`config.mk`:
```
export PLATFORM = sky130hd
export DESIGN_NAME = seq_divider
export DESIGN_NICKNAME = d
export VERILOG_FILES = /design/src/rtl/seq_div_pkg.sv /design/src/rtl/restoring_div_step.sv /design/src/rtl/seq_divider.sv
export SDC_FILE = /design/constraint.sdc
export NUM_CORES = 1
export LEC_CHECK = 0
export ABC_CLOCK_PERIOD_IN_PS = 9650
export CAP_MARGIN = 5
export CORE_UTILIZATION = 40
export DETAILED_ROUTE_END_ITERATION = 16
export GPL_TIMING_DRIVEN = 0
export PLACE_DENSITY = 0.73
export REMOVE_ABC_BUFFERS = 1
export SETUP_SLACK_MARGIN = 0.15
export SYNTH_ARGS = -nofsm -noshare
export SYNTH_HDL_FRONTEND = slang
export SYNTH_SLANG_ARGS = --single-unit
```
`constraint.sdc`:
```
create_clock -name clk -period 9.65 [get_ports clk]
set_input_delay 1.93 -clock clk [delete_from_list [all_inputs] [get_ports clk]]
set_output_delay 1.93 -clock clk [all_outputs]
set_load 0.1 [all_outputs]
```
`src/rtl/seq_div_pkg.sv`:
```
// Shared types and helpers for the sequential restoring divider.
package seq_div_pkg;

    typedef enum logic [1:0] {
        DIV_IDLE,
        DIV_CALC,
        DIV_DONE
    } div_state_e;

    // The iteration counter must hold the value N itself, so it needs one extra bit.
    function automatic int CNT_W(input int n);
        return $clog2(n) + 1;
    endfunction

endpackage

```
`src/rtl/restoring_div_step.sv`:
```
// Single restoring-division iteration: shift in the next dividend bit, trial-subtract, keep or restore.
module restoring_div_step #(
    parameter int N = 32
) (
    input  logic [N-1:0] rem_i,
    input  logic         q_msb_i,
    input  logic [N-1:0] div_i,
    output logic [N-1:0] rem_o,
    output logic         q_bit_o
);

    logic [N:0] shifted;
    logic [N:0] trial;

    assign shifted = {rem_i, q_msb_i};
    assign trial   = shifted - {1'b0, div_i};

    // A clear MSB means the trial difference is non-negative and the subtraction is kept.
    assign q_bit_o = ~trial[N];
    assign rem_o   = trial[N] ? shifted[N-1:0] : trial[N-1:0];

endmodule

```
`src/rtl/seq_divider.sv`:
```
// Multi-cycle unsigned restoring divider: one quotient bit per clock, start/busy/done handshake.
module seq_divider
    import seq_div_pkg::*;
#(
    parameter int N = 32
) (
    input  logic         clk,
    input  logic         rst_n,
    input  logic         start,
    input  logic [N-1:0] dividend,
    input  logic [N-1:0] divisor,
    output logic [N-1:0] quotient,
    output logic [N-1:0] remainder,
    output logic         busy,
    output logic         done,
    output logic         div_by_zero
);

    localparam int CW = CNT_W(N);

    div_state_e    state_q;
    // Restoring keeps R < D, so the top bit of the N+1-bit working remainder is always zero and not stored.
    logic [N-1:0]  rem_q;
    logic [N-1:0]  quo_shift_q;
    logic [N-1:0]  div_q;
    logic [CW-1:0] cnt_q;
    logic [N-1:0]  quotient_q;
    logic [N-1:0]  remainder_q;
    logic          busy_q;
    logic          done_q;
    logic          dbz_q;

    logic [N-1:0]  rem_d;
    logic [N-1:0]  quo_shift_d;
    logic          q_bit;

    restoring_div_step #(.N(N)) u_step (
        .rem_i   (rem_q),
        .q_msb_i (quo_shift_q[N-1]),
        .div_i   (div_q),
        .rem_o   (rem_d),
        .q_bit_o (q_bit)
    );

    assign quo_shift_d = {quo_shift_q[N-2:0], q_bit};

    always_ff @(posedge clk) begin
        if (!rst_n) begin
            state_q     <= DIV_IDLE;
            rem_q       <= '0;
            quo_shift_q <= '0;
            div_q       <= '0;
            cnt_q       <= '0;
            quotient_q  <= '0;
            remainder_q <= '0;
            busy_q      <= 1'b0;
            done_q      <= 1'b0;
            dbz_q       <= 1'b0;
        end else begin
            done_q <= 1'b0;
            unique case (state_q)
                DIV_CALC: begin
                    rem_q       <= rem_d;
                    quo_shift_q <= quo_shift_d;
                    cnt_q       <= cnt_q - CW'(1);
                    if (cnt_q == CW'(1)) begin
                        state_q     <= DIV_DONE;
                        busy_q      <= 1'b0;
                        done_q      <= 1'b1;
                        quotient_q  <= quo_shift_d;
                        remainder_q <= rem_d;
                        dbz_q       <= 1'b0;
                    end
                end
                default: begin
                    // IDLE and DONE share the accept path so back-to-back starts cost no extra cycle.
                    if (start) begin
                        rem_q       <= '0;
                        quo_shift_q <= dividend;
                        div_q       <= divisor;
                        cnt_q       <= CW'(N);
                        if (divisor == '0) begin
                            state_q     <= DIV_DONE;
                            busy_q      <= 1'b0;
                            done_q      <= 1'b1;
                            quotient_q  <= '1;
                            remainder_q <= dividend;
                            dbz_q       <= 1'b1;
                        end else begin
                            state_q <= DIV_CALC;
                            busy_q  <= 1'b1;
                        end
                    end else begin
                        state_q <= DIV_IDLE;
                    end
                end
            endcase
        end
    end

    assign quotient    = quotient_q;
    assign remainder   = remainder_q;
    assign busy        = busy_q;
    assign done        = done_q;
    assign div_by_zero = dbz_q;

endmodule

```
==> impl_metrics.tcl <==
set metrics [dict create \
    outcome "finished clean" \
    tritoncts "built" \
    cp_max_fo 55 \
    port_buffers 133 \
    ios 134 \
    wl_um 23600 \
    min_period_ns 5.48 \
    ys_ff_latch 171 \
    grt-ovfl-total 0 \
    synthArstFlopShare_pct 0 \
    syn-instance-count 1058 \
    gp_congestion 0.892 \
    grt_max_degree 94 \
    setup_violations 0 \
    cts_hold_buf 0 \
    cap_violations 0 \
    clock_path_buffers 2 \
    drcViolationCount 0 \
    layout_commonest_cell "dfxtp_1" \
    num_rows 53 \
    rsz0062_at_grt "no" \
    yosys_warnings 0 \
    crit_type "in2reg" \
    drv_slew 0 \
    antenna_found_initial 0 \
    avgSynthCellArea_um2 8.13 \
    yosysSeqAreaShare_pct 39.8 \
    utilization_pct 51.4 \
    clkTransAtPathRegs_ns 0.07 \
    layout_common_cells "171 x dfxtp_1, 131 x clkdlybuf4s50_1, 125 x nand2_1, 94 x a21oi_1, 84 x nor2_1" \
    ant_nets 0 \
    initial_core_util_pct 40.9 \
    synthesis.area_um2 8600 \
    register_area_um2 3420 \
    period_share_pct 56.8 \
    slew_headroom_pct 8.03 \
    fill_cells 1952 \
    first_global_vias 7517 \
    power_per_cell_area_nw_per_um2 227 \
    vdd_drop_max_mv 0.168 \
    p_switching_uw 909 \
    finalHoldViolations 0 \
    areaGrowthSynthToFinish_pct 25.5 \
    n_antenna_cell 0 \
    clock-sinks 171 \
    numCtsBuffers 17 \
    worstHoldPathType "reg2reg" \
    first_iter_violations 539 \
    yosysUniqueCellTypes 58 \
    fmax_ghz 0.182 \
    num_vias 7964 \
    coreArea_um2 21000 \
    internal_power_mw 1.54 \
    power.switching_fraction_pct 37.1 \
    drive_above_1_share_pct 4.75 \
    wl_per_cell_um 16.5 \
    dpl.cell_count 1400 \
    fin_skew_ns 0.00851 \
    required_ns 9.98 \
    die_area_um2 22100 \
    cts_setup_buffers 0 \
    comb_power_share_pct 38.4 \
    track_usage_pct 21.9 \
    post-dp-hpwl_um 17000 \
    crit_arrival_ns 5.81 \
    die_x_um 149 \
    synth_edf_count 0 \
    drtPass1Iterations 5 \
    grt_first_pass_wirelength_um 38200 \
    worst_slew_pin_slew_ns 1.37 \
    clk_latency_ns 0.43 \
    routed_via_density 5.56 \
    leakage_nw 4.10 \
    clockRootBuffer "clkbuf_16" \
    cp-end-kind "flop" \
    multiInputGateArea_um2 4740 \
    start_kind "primary input" \
    setup_tns_ns 0 \
    h-tree-depth 4 \
    instances_no_fill 1433 \
    sequentialPowerShare_pct 32.7 \
    die_h_um 149 \
    post_cts_resized 0 \
    power.share.clock_pct 28.9 \
    nNetsFinal 1247 \
    ys.flop_type "dfxtp_1" \
]
-- routing by layer --
layer | wire length (um) | share of wire, % | global-route usage [%] | up-vias
met5 | 0 | 0 | 0 | -
li1 | - | - | - | 3971
met1 | 10400 | 44 | 28.0 | 3737
met2 | 11200 | 48 | 36.2 | 218
met4 | 517 | 2.2 | 8.35 | 0
met3 | 1430 | 6.0 | 4.29 | 38
-- cell type report --
class | count | share of cell area (%)
timing repair buffer | 143 | 14.2
clock inverter | 12 | 1.51
clock buffer | 20 | 4.04
inverter | 43 | 1.52
tap | 275 | 3.19
sequential | 171 | 31.7
multi-input combinational | 769 | 43.9
-- synth_stat cells (all sizes together) (4+ instances only) --
cell / n / area share, %
nor3: 47 / 2.7
xnor2: 16 / 1.6
a21boi: 7 / 0.61
clkbuf: 63 / 2.7
buf: 12 / 0.83
xor2: 11 / 1.1
nand2b: 4 / 0.29
o21ai: 75 / 4.4
and2: 8 / 0.61
a21o: 9 / 0.79
mux2i: 56 / 6.5
nand2: 125 / 5.5
nor2b: 6 / 0.44
a31oi: 9 / 0.65
o221ai: 21 / 2.1
o211ai: 5 / 0.44
nand3: 53 / 3.1
and3: 4 / 0.29
ha: 34 / 4.9
o21a: 7 / 0.61
a21oi: 94 / 5.5
a211oi: 31 / 2.7
dfxtp: 171 / 40
nand4: 6 / 0.44
nor4: 11 / 0.80
a221oi: 6 / 0.61
inv: 43 / 1.9
nor2: 86 / 3.8
-- worst max-delay path, cell delays in order --
cell      delay [ns]
buf_2           0.43
nand2_1         0.42
buf_16          0.30
nor4_1          1.14
or2_2           1.01
o21ai_0         0.22
a221oi_1        0.34
-- worst paths after layout --
| check | from | endpoint | slack (ns) | cells past startpoint |
|---|---|---|---|---|
| worst min-delay path | div_q[15] | div_q[15] | 0.45 | 2 |
| worst min register to register | div_q[15] | div_q[15] | 0.45 | 2 |
| worst max register to register | state_q[1] | remainder[26] | 5.52 | 7 |
| worst max-delay path | start | remainder[26] | 4.17 | 7 |
-- cells by family after synthesis --
group,count (synthesis),share of synthesized area [%]
compound gates,285,20.6
flops,171,39.8
buf+inv,118,5.45
simple gates,366,19.7
fa+ha+maj,35,5.18
xor+xnor,27,2.75
mux,56,6.52
-- through the flow --
| step | power (mW) | hold WS, ns | cell area, um^2 | setup WS [ns] |
|---|---|---|---|---|
| 4_1_cts | 2.46 | 0.456 | 10800 | 3.81 |
| 3_5_place_dp | 1.74 | 0.447 | 10200 | 3.35 |
| 5_1_grt | 2.59 | 0.469 | 10800 | 3.89 |
| 6_report | 2.45 | 0.454 | 10800 | 4.17 |
| 3_3_place_gp | 1.73 | 0.444 | 9970 | 0.728 |
| 2_1_floorplan | 1.48 | 0.436 | 8300 | 4.07 |
-- power by group through the flow --
stage	Combinational, mW	Sequential [mW]	Clock, mW
floorplan	0.632	0.849	0
global placement	0.915	0.813	0
detailed placement	0.930	0.815	0
CTS	0.936	0.799	0.721
global route	1.03	0.806	0.753
finish	0.940	0.800	0.708
-- flip-flops by register name, indices dropped and copies added, names as in the netlist, 2 cells and up --
name	count
remainder	32
quotient	32
cnt_q	6
rem_q	32
quo_shift_q	32
div_q	32
state_q	2
No activity file was read; power rests on OpenSTA's default activity.
